## config.mk

```make
export PLATFORM = sky130hd
export DESIGN_NAME = lnrv_wbck
export DESIGN_NICKNAME = d
export VERILOG_FILES = /design/src/rtl/lnrv_wbck_pkg.sv /design/src/rtl/lnrv_rr_arb2.sv /design/src/rtl/lnrv_wbck.sv
export SDC_FILE = /design/constraint.sdc
export NUM_CORES = 1
export LEC_CHECK = 0
export ABC_CLOCK_PERIOD_IN_PS = 3700
export CORE_MARGIN = 4
export CORE_UTILIZATION = 42
export CTS_BUF_LIST = sky130_fd_sc_hd__clkbuf_2 sky130_fd_sc_hd__clkbuf_4 sky130_fd_sc_hd__clkbuf_8
export DETAILED_ROUTE_END_ITERATION = 10
export PLACE_DENSITY_LB_ADDON = 0.1
export SLEW_MARGIN = 20
export SYNTH_ARGS = -nofsm -noshare
export SYNTH_HDL_FRONTEND = slang
export SYNTH_SLANG_ARGS = --single-unit
```

## constraint.sdc

```tcl
create_clock -name clk -period 3.7 [get_ports clk]
set_input_delay 0.74 -clock clk [delete_from_list [all_inputs] [get_ports clk]]
set_output_delay 0.74 -clock clk [all_outputs]
set_load 0.05 [all_outputs]
```

## src/rtl/lnrv_wbck_pkg.sv

```systemverilog
// lnrv_wbck_pkg: shared widths and write-back source encodings
package lnrv_wbck_pkg;
  localparam int CPU_DATA_WIDTH = 32;
  localparam int GPR_ADDR_WIDTH = 5;
  typedef enum logic [1:0] {WB_SRC_NONE, WB_SRC_ALU, WB_SRC_LSU, WB_SRC_MDU} wb_src_e;
endpackage

```

## src/rtl/lnrv_rr_arb2.sv

```systemverilog
// lnrv_rr_arb2: two-requester round-robin arbiter, pointer advances only past a granted requester
module lnrv_rr_arb2 (
  input  logic       clk,
  input  logic       reset_n,
  input  logic       en,
  input  logic [1:0] req,
  output logic [1:0] rdy
);
  logic ptr;
  // each side sees only the other's request, so a ready never depends on its own valid
  always_comb begin
    rdy[0] = en & (!ptr | !req[1]);
    rdy[1] = en & (ptr | !req[0]);
  end
  always_ff @(posedge clk or negedge reset_n)
    if (!reset_n) ptr <= 1'b0;
    else if (rdy[0] & req[0]) ptr <= 1'b1;
    else if (rdy[1] & req[1]) ptr <= 1'b0;
endmodule

```

## src/rtl/lnrv_wbck.sv

```systemverilog
// lnrv_wbck: merges ALU/LSU/MDU results into one registered GPR write and tracks pending long writes
module lnrv_wbck
  import lnrv_wbck_pkg::*;
#(
  parameter int P_ADDR_WIDTH = GPR_ADDR_WIDTH
) (
  input  logic                      clk,
  input  logic                      reset_n,
  input  logic                      alu_vld,
  output logic                      alu_rdy,
  input  logic [P_ADDR_WIDTH-1:0]   alu_idx,
  input  logic [CPU_DATA_WIDTH-1:0] alu_data,
  input  logic                      lsu_vld,
  output logic                      lsu_rdy,
  input  logic [P_ADDR_WIDTH-1:0]   lsu_idx,
  input  logic [CPU_DATA_WIDTH-1:0] lsu_data,
  input  logic                      mdu_vld,
  output logic                      mdu_rdy,
  input  logic [P_ADDR_WIDTH-1:0]   mdu_idx,
  input  logic [CPU_DATA_WIDTH-1:0] mdu_data,
  output logic                      wr_vld,
  input  logic                      wr_rdy,
  output logic [P_ADDR_WIDTH-1:0]   wr_idx,
  output logic [CPU_DATA_WIDTH-1:0] wr_data,
  input  logic                      disp_vld,
  input  logic                      disp_long,
  input  logic [P_ADDR_WIDTH-1:0]   disp_rd_idx,
  input  logic [P_ADDR_WIDTH-1:0]   rs1_idx,
  input  logic [P_ADDR_WIDTH-1:0]   rs2_idx,
  output logic                      rs1_busy,
  output logic                      rs2_busy
);
  localparam int N = 1 << P_ADDR_WIDTH;
  logic                      load_en;
  logic                      load;
  logic [1:0]                rr_rdy;
  wb_src_e                   src;
  logic [P_ADDR_WIDTH-1:0]   sel_idx;
  logic [CPU_DATA_WIDTH-1:0] sel_data;
  logic [N-1:0]              sb;
  logic [N-1:0]              sb_set;
  logic [N-1:0]              sb_clr;
  assign load_en = !wr_vld | wr_rdy;
  lnrv_rr_arb2 u_arb (
    .clk     (clk),
    .reset_n (reset_n),
    .en      (load_en & !alu_vld),
    .req     ({mdu_vld, lsu_vld}),
    .rdy     (rr_rdy)
  );
  always_comb begin
    alu_rdy  = load_en;
    lsu_rdy  = rr_rdy[0];
    mdu_rdy  = rr_rdy[1];
    src      = (alu_vld & load_en) ? WB_SRC_ALU :
               (lsu_vld & rr_rdy[0]) ? WB_SRC_LSU :
               (mdu_vld & rr_rdy[1]) ? WB_SRC_MDU : WB_SRC_NONE;
    sel_idx  = src == WB_SRC_LSU ? lsu_idx : src == WB_SRC_MDU ? mdu_idx : alu_idx;
    sel_data = src == WB_SRC_LSU ? lsu_data : src == WB_SRC_MDU ? mdu_data : alu_data;
    // x0 results are acknowledged but never reach the GPR port
    load     = (src != WB_SRC_NONE) && (sel_idx != '0);
    sb_set   = (disp_vld & disp_long & (disp_rd_idx != '0)) ? N'(1) << disp_rd_idx : '0;
    sb_clr   = (wr_vld & wr_rdy) ? N'(1) << wr_idx : '0;
    rs1_busy = (rs1_idx != '0) & (sb[rs1_idx] | (wr_vld & (wr_idx == rs1_idx)));
    rs2_busy = (rs2_idx != '0) & (sb[rs2_idx] | (wr_vld & (wr_idx == rs2_idx)));
  end
  always_ff @(posedge clk or negedge reset_n)
    if (!reset_n) begin
      wr_vld  <= 1'b0;
      wr_idx  <= '0;
      wr_data <= '0;
    end else if (load_en) begin
      wr_vld <= load;
      if (load) begin
        wr_idx  <= sel_idx;
        wr_data <= sel_data;
      end
    end
  // set after clear so a fresh dispatch outlives the retiring older write
  always_ff @(posedge clk or negedge reset_n)
    if (!reset_n) sb <= '0;
    else sb <= ((sb & ~sb_clr) | sb_set) & ~N'(1);
endmodule

```

* Word-level counts from Yosys, hierarchy flattened *
Cells that the tools add are included.

operators by class
  $lt $le $gt $ge = 2
  equality and inequality tests = 4
  shift-type cells = 2
  multiplexer cells = 15
  bitwise gates (word level) = 21
  reductions and logical operators = 13

operators with widths
  kind                                                         count
  two-way mux 32 bit                                           4
  left shift 1 x 5 -> 32 bit (first input constant)            2
  AND 32 bit                                                   1
  inverter 32 bit                                              1
  bitwise OR 32 bit                                            1
  nonzero test 5 bit                                           4
  AND 1 bit                                                    13
  less-than comparator 5 x 6 -> 1 bit (second input constant)  2
  binary-select mux 1 bit (select 5 bit)                       2
  equality test 5 bit                                          2
  two-way mux 5 bit                                            2
  two-way mux 2 bit                                            3
  zero test 1 bit                                              5
  bitwise OR 1 bit                                             5
  equality test 2 bit (second input constant)                  2
  two-way mux 1 bit                                            4
  nonzero test 2 bit                                           2
  AND reduction 2 bit                                          1
  logical AND 1 bit                                            1

storage, ports and cells
  register bits = 70
  input port bits = 134
  output and inout port bits = 43
  logic and storage cells = 62

* Depth between registers and ports, before layout *
Gate-level depths: netlist of the first run.

  depth after elaboration = 14
  mapped depth = 10
  mapped depth without buffers = 6

* Modules after synthesis *
From an unflattened synthesis of the first run, not the netlist that was laid out.

second synthesis, totals
  cells, all modules = 421
  area total of the unflattened synthesis = 4270.3 µm²

by module, submodules not included
  module        times used  cells each  area each (µm²)  seq. area each (µm²)
  lnrv_wbck     1           415         4215.3           1726.7
  lnrv_rr_arb2  1           6           55.1             25.0

* Least setup slack after synthesis of the first run *
OpenSTA, ideal clock, no wires.

  path type = input to output
  start point = in rs1_idx[0]
  end point = out rs1_busy
  data arrival time = 2.860 ns
  data required time = 2.960 ns
  path slack = 0.100 ns
  stages on the path = 6
  buffers on the path = 1
  cell sequence = buf_1 > xor2_1 > nor4_1 > and3_1 > o21ai_0 > o21ai_0

between the ends
  word-level cells in the longest chain between the ends = 4
  elaborated cells between the ends (all ways) = 7
  classes of those cells = 1 x eq/ne; 2 x mux; 3 x bitwise; 1 x reduce/logical

RTL lines
  what                                                                                  RTL line         RTL
  start: declaration                                                                    lnrv_wbck.sv:28  input logic [P_ADDR_WIDTH-1:0] rs1_idx,
  binary-select mux 1 bit (select 5 bit) / equality test 5 bit (equally long branches)  lnrv_wbck.sv:64  rs1_busy = (rs1_idx != '0) & (sb[rs1_idx] | (wr_vld & (wr_idx == rs1_idx)));
  two-way mux 1 bit (implied by the code) / AND 1 bit (equally long branches)           lnrv_wbck.sv:64
  bitwise OR 1 bit                                                                      lnrv_wbck.sv:64
  AND 1 bit (*)                                                                         lnrv_wbck.sv:64
  end: declaration                                                                      lnrv_wbck.sv:30  output logic rs1_busy,

Every way passes the cells marked *; elsewhere a longest branch is shown, timed or not. The select of a mux whose other input is x is not followed.

* Final worst setup path of the first run *
  start point = in rs2_idx[0]
  end point = out rs2_busy

between the ends
  word-level cells in the longest chain between the ends = 4
  elaborated cells between the ends (all ways) = 7
  classes of those cells = 1 x eq/ne; 2 x mux; 3 x bitwise; 1 x reduce/logical

RTL lines
  what                                                                                  RTL line         RTL
  start: declaration                                                                    lnrv_wbck.sv:29  input logic [P_ADDR_WIDTH-1:0] rs2_idx,
  binary-select mux 1 bit (select 5 bit) / equality test 5 bit (equally long branches)  lnrv_wbck.sv:65  rs2_busy = (rs2_idx != '0) & (sb[rs2_idx] | (wr_vld & (wr_idx == rs2_idx)));
  two-way mux 1 bit (implied by the code) / AND 1 bit (equally long branches)           lnrv_wbck.sv:65
  bitwise OR 1 bit                                                                      lnrv_wbck.sv:65
  AND 1 bit (*)                                                                         lnrv_wbck.sv:65
  end: declaration                                                                      lnrv_wbck.sv:31  output logic rs2_busy

Marks and branches as above.

==> impl_results.md, run 1 <==
- Syn nets: 560
- Switching Power: 1.207 mW
- Final nets: 729
- Fin crit period: 3.539 ns
- Sequential Power Share: 35.5%
- CP Class: input pin to output port
- Hold buffer count at CTS: 0
- Initial antenna violation count: 0
- Area delta synth->final: 49.33%
- Gate power share: 43.5%
- Gate Count Post-Synth: 426
- Die X: 109.2 um
- Status: completed
- Post-Syn Area per Cell: 10.09 sq um
- Switching Fraction: 38.01%
- Clock Skew: 0.01175 ns
- R2R depth: 8
- First-iteration detailed-routing DRC count: 144
- Critical Path End Type: output port
- Fin cells: 733
- Average wire per standard cell: 17.49 um
- Num CTS Buffers: 9
- Fmax: 282.6 MHz
- Vert. Die Dim: 109.2 um
- Die area: 11920 sq um
- Worst reg2reg path startpoint: wr_vld$_DFFE_PN0N_
- Max_cap viols: 0
- Post-synthesis mux area share: 26.89%
- Routed length on met1: 5.033 mm
- Core Area: 9864 sq um
- Antenna cells: 0
- Xor-xnor portion of the synthesized cell area: 2.037%
- Final WL: 12.82 mm
- Critical Path Source Type: input pin
- Main combinational cell family by area after synthesis: multiplexers
- Register bit count reported by yosys: 70
- Tot Pwr: 3.175 mW
- CTS tree: yes
- Clock network power share: 21.0%
- Final hold violations: 0
- Commonest cells after routing, fill and taps aside: 170 x clkdlybuf4s50_1, 110 x o21ai_0, 70 x dfrtp_1
- Top Metal Used: met4
- CTS sink count: 70
- Reg-to-reg endpoint: wr_data[0]$_DFFE_PN0P_
- DRT Pass-1 Iters: 4
- CTS root buffer: clkbuf_8
- Post-DP Area: 6202 sq um
- Pleak: 2.501 nW
- Vias/cell: 5.314
- GR Overflow Total: 0
- Max H-tree Level: 3
- Resized cells post-CTS: 0
- Reg2Reg Setup Slack: 0.91 ns
- Power Internal: 1.969 mW
- Seq/Total Area, Yosys: 40.75%
- Synth warn: 0
- Setup TNS Final: 0 ns
- Setup bufs post-CTS: 0
- Hold crit path type: input pin to asynchronous set/reset pin
- I/O pins: 177
- Worst vdd ir: 0.2806 mV
- First-pass GRT wire length: 20.42 mm
- Met3 WL post-DR: 1.066 mm
- Max Root-Sink Buffers: 2
- Power Density: 494.6 nW/um^2
- WP data arrival: 2.80 ns
- Fin crit share: 95.64%
- Post-synthesis adder-cell area fraction: 0%
- Final instance area: 6420 sq um
- Cell Area, Synth: 4299 sq um
- Fraction of layout cells with a size suffix above 1: 14.50%
- Worst Path Max Fanout: 11
- Initial core utilization: 43.58%
- Critical Path Sink: rs2_busy
- Worst EP required: 2.96 ns
- FP Rows: 36
- Crit path launch: rs2_idx[0]
- Largest net degree at the start of global routing: 65
- Unrepaired setup endpoints after global routing: false
- Worst Max-Slew Pin Slew: 0.7518 ns
- WL met2: 6.564 mm
- Synth Area in Compound Gates: 15.22%
- Final ANT Viol Nets: 0
- DPL Wire Length: 10.29 mm
- Slew Limit Fails: 0
- Fillers: 817
- Remaining DRCs: 0
- Gp weighted congestion: 0.8245
- Most common cell after layout, fill and taps aside: clkdlybuf4s50_1
- Clock Latency Late Sink: 0.34 ns
- IO Port Bufs: 176
- Count of endpoints failing setup in the final report: 0
- Rel. slew slack: 49.88%
- Cells after DPL: 717
- Simple-gate share of the synthesized area: 11.03%
- Unique masters post-synth: 33
- Via count: 3895
- Vias in the first global route: 4070
- Clock transition at path regs: 0.07 ns
- Global-route usage over all layers: 22.26%
## synthesized netlist by cell type, drive strengths merged
cell type / instances / area (sq um)
o21ai: 110 / 550.5
dfrtp: 70 / 1752
nand2: 56 / 210.2
mux2i: 36 / 360.4
mux2: 34 / 435.4
mux4: 16 / 360.4
clkbuf: 15 / 56.30
buf: 13 / 88.83
inv: 8 / 30.03
nand3: 8 / 40.04
xor2: 8 / 70.07
nor2b: 6 / 37.54
nor4: 6 / 37.54
or4: 5 / 37.54
nand4: 4 / 25.02
nor2: 4 / 15.01
a211oi: 3 / 22.52
a31oi: 3 / 18.77
and3: 3 / 18.77
nor3: 3 / 15.01
o41ai: 3 / 33.79
a21oi: 2 / 10.01
nand2b: 2 / 12.51
or2: 2 / 12.52
or3: 2 / 12.51
xnor2: 2 / 17.52
a21bo: 1 / 10.01
o31a: 1 / 8.760
## area by class of cell
| cell class | count | area (sq um) | area share (%) |
|---|---|---|---|
| Clock inverter | 6 | 86.33 | 1.345 |
| Clock buffer | 10 | 131.4 | 2.046 |
| Multi-Input combinational cell | 320 | 2385 | 37.15 |
| Inverter | 8 | 30.03 | 0.4677 |
| Sequential cell | 70 | 1752 | 27.29 |
| Tap cell | 133 | 166.4 | 2.592 |
| Timing Repair Buffer | 186 | 1869 | 29.12 |
## critical path: stages
cell and delay (ns):
clkdlybuf4s50_1 0.51, buf_12 0.16, mux4_2 0.49, mux4_2 0.46, o21ai_0 0.14, o21ai_0 0.09, buf_4 0.20
## power by group through the flow
stage          Sequential (mW)  Clock [mW]  Combinational (mW)
2_1_floorplan             1.42           0               0.556
3_3_place_gp              1.12           0                1.37
3_5_place_dp              1.13           0                1.39
4_1_cts                   1.12       0.681                1.40
5_1_grt                   1.15       0.725                1.47
6_report                  1.13       0.667                1.38
## registers in the layout, summed over array words and instances (netlist names)
signal and flops:
wr_vld 1, sb 31, wr_data 32, u_arb.ptr 1
wr_idx 5
## metrics by stage
step                      hold WS, ns  utilization (%)  setup WS, ns
final                          0.4604            65.08        0.1614
after CTS                      0.4786            65.08        0.1505
after detailed placement       0.4916            62.87        0.1463
after floorplan                0.4444                -        0.1001
after global placement         0.4901            62.87        0.1663
after global routing           0.5036            65.08       0.07796
## cell families (layout without fill, tap and decap cells)
kind of cell,count (synthesis),in the layout
compound gates,123,123
xor+xnor,10,10
buf+inv,36,210
flops,70,70
mux,86,86
simple gates,101,101
## worst min path at each step
stage / start / end / cells after the start
6_report: reset_n / wr_data[3]$_DFFE_PN0P_ / 1
5_1_grt: reset_n / wr_data[19]$_DFFE_PN0P_ / 1
4_1_cts: reset_n / wr_data[19]$_DFFE_PN0P_ / 1
3_5_place_dp: wr_data[17]$_DFFE_PN0P_ / wr_data[17]$_DFFE_PN0P_ / 1
3_3_place_gp: wr_data[1]$_DFFE_PN0P_ / wr_data[1]$_DFFE_PN0P_ / 1
2_1_floorplan: reset_n / sb[10]$_DFF_PN0_ / 0
## layer usage
metal / track usage, % / vias up
met5: 0 / -
met4: 5.877 / 0
met3: 7.105 / 11
met2: 37.98 / 148
met1: 27.28 / 1841
li1: - / 1895
(Power assumes the default switching activity.)
==> inputs of run 2 (changes only) <==
--- a/config.mk
+++ b/config.mk
@@ -6,7 +6,7 @@
 export NUM_CORES = 1
 export LEC_CHECK = 0
 export ABC_CLOCK_PERIOD_IN_PS = 3700
-export CORE_MARGIN = 4
+export CORE_MARGIN = 5
 export CORE_UTILIZATION = 42
 export CTS_BUF_LIST = sky130_fd_sc_hd__clkbuf_2 sky130_fd_sc_hd__clkbuf_4 sky130_fd_sc_hd__clkbuf_8
 export DETAILED_ROUTE_END_ITERATION = 10
==> impl_results.md, run 2 (synthesis results as in run 1) <==
- Fin cells: 737 (+0.55%)
- I/O pins: 177 (unchanged)
- CP Class: input pin to output port
- Max reg flops: 32 (unchanged)
- Max Root-Sink Buffers: 2 (unchanged)
- Clock Latency Late Sink: 0.33 ns (about the same)
- Final hold violations: 0 (unchanged)
- FP Rows: 37 (+2.8%)
- Final WS setup: 0.2731 ns (+0.1118 ns)
- WP data arrival: 2.69 ns (-0.11 ns)
- First-iteration detailed-routing DRC count: 109 (-24%)
- Antenna cells: 0 (unchanged)
- Max H-tree Level: 3 (unchanged)
- Max_cap viols: 0 (unchanged)
- Most common cell after layout, fill and taps aside: clkdlybuf4s50_1
- IO Port Bufs: 176 (unchanged)
- Crit path launch: rs1_idx[2]
- Worst vdd ir: 0.1912 mV (-32%)
- CTS sink count: 70 (unchanged)
- Average wire per standard cell: 17.52 um (+0.12%)
- Worst EP required: 2.96 ns (about the same)
- CTS root buffer: clkbuf_8
- Vias/cell: 5.338 (+0.45%)
- Die X: 111.2 um (+1.8%)
- Placement Setup Slack: 0.06096 ns (-0.08530 ns)
- Worst Max-Slew Pin Slew: 0.7659 ns (+0.01410 ns)
- CTS tree: yes
- Rel. slew slack: 48.94% (-0.94 points)
- Final WL: 12.91 mm (+0.67%)
- Worst reg2reg path startpoint: wr_vld$_DFFE_PN0N_
- Setup bufs post-CTS: 0 (unchanged)
- DPL Wire Length: 10.51 mm (+2.1%)
- Hold_ws: 0.4733 ns (+0.01296 ns)
- Multi-input logic area: 2385 sq um (unchanged)
- Initial core utilization: 42.40% (-1.2 points)
- Fin crit period: 3.427 ns (-0.1118 ns)
- Largest net degree at the start of global routing: 65 (unchanged)
- Reg-to-reg endpoint: wr_data[11]$_DFFE_PN0P_
- Critical Path Sink: rs1_busy
- Hold crit path type: input pin to asynchronous set/reset pin
- R2R depth: 8 (unchanged)
- Critical Path End Type: output port
- Cells after DPL: 723 (+0.84%)
- First-pass GRT wire length: 21.24 mm (+4.0%)
- Post-DP Area: 6191 sq um (-0.18%)
- Count of endpoints failing setup in the final report: 0 (unchanged)
- Remaining DRCs: 0 (unchanged)
- Setup TNS Final: 0 ns (unchanged)
- Slew Limit Fails: 0 (unchanged)
- GR Overflow Total: 0 (unchanged)
- Num CTS Buffers: 9 (unchanged)
- Status: completed
- Clock Skew: 0.01159 ns (-0.0001572 ns)
- Unrepaired setup endpoints after global routing: false
- Die area: 12360 sq um (+3.7%)
- Final instance area: 6359 sq um (-0.95%)
- Gp weighted congestion: 0.9140 (+11%)
- Fmax: 291.8 MHz (+3.3%)
- Clock transition at path regs: 0.07 ns (about the same)
- Fraction of layout cells with a size suffix above 1: 14.64% (+0.14 points)
- DRT Pass-1 Iters: 4 (unchanged)
- Initial antenna violation count: 0 (unchanged)
- Pleak: 2.490 nW (-0.43%)
- Core Area: 10140 sq um (+2.8%)
- Worst Path Max Fanout: 7 (-4)
- Reg2Reg Setup Slack: 0.93 ns (+0.02 ns)
- Largest reg by FF count: wr_data
- Global-route usage over all layers: 21.28% (-0.98 points)
- Area delta synth->final: 47.90%
- Vias in the first global route: 4183 (+2.8%)
- Register area: 1752 sq um (unchanged)
- Power Density: 476.4 nW/um^2 (-3.7%)
- Fillers: 870 (+6.5%)
- Commonest cells after routing, fill and taps aside: 168 x clkdlybuf4s50_1, 110 x o21ai_0, 70 x dfrtp_1
- Fin crit share: 92.62% (-3.0 points)
- Final ANT Viol Nets: 0 (unchanged)
- Via count: 3934 (+1.0%)
- Biggest regs: wr_data: 32 flops, sb: 31 flops, wr_idx: 5 flops
- Vert. Die Dim: 111.2 um (+1.8%)
- Final nets: 732 (+0.41%)
- Critical Path Source Type: input pin
## run 2: per-layer routing
layer  vias to the layer above  track usage [%]  part of all wire, %
met5                         -                0                    0
met4                         0            5.677                  1.5
met3                        13            7.642                  8.0
met2                       139            36.71                   50
met1                      1879            25.12                   40
li1                       1903                -                    -
## run 2: layout make-up
class / count / share of cell area [%]
clock buffer: 10 / 2.165
clock inverter: 4 / 0.3935
inverter: 8 / 0.4723
multi-input combinational: 320 / 37.50
sequential: 70 / 27.55
tap: 136 / 2.676
timing repair buffer: 189 / 29.24
## run 2: where the power goes
group / internal (mW) / leakage (nW) / switching, mW / total, mW
clock: 0.252 / 0.0800 / 0.271 / 0.523
sequential: 0.963 / 0.858 / 0.174 / 1.14
combinational: 0.617 / 1.55 / 0.753 / 1.37
## run 2: worst max-delay path: stages
cell and delay [ns]:
clkdlybuf4s50_1 0.55, buf_4 0.20, mux4_2 0.30, mux4_2 0.46, o21ai_0 0.14, o21ai_0 0.09, buf_4 0.20
## run 2: worst min-delay path by stage
stage                                 startpoint                endpoint  depth (start not counted)
after detailed placement  wr_data[8]$_DFFE_PN0P_  wr_data[8]$_DFFE_PN0P_                          1
final                                    reset_n        sb[17]$_DFF_PN0_                          1
after global routing                     reset_n         sb[3]$_DFF_PN0_                          1
after global placement    wr_data[0]$_DFFE_PN0P_  wr_data[0]$_DFFE_PN0P_                          1
after floorplan                          reset_n        sb[10]$_DFF_PN0_                          0
after CTS                                reset_n         sb[1]$_DFF_PN0_                          1
## run 2: metrics by stage
stage | utilization, % | power [mW]
6_report | 62.72 | 3.029
3_3_place_gp | 61.06 | 2.498
2_1_floorplan | - | 1.976
5_1_grt | 62.72 | 3.210
3_5_place_dp | 61.06 | 2.525
4_1_cts | 62.67 | 3.057
## run 2: what timing repair did
item,4_1_cts,5_1_grt
hold buffers,0,0
gates resized for setup,0,2
setup endpoints to repair,0,2
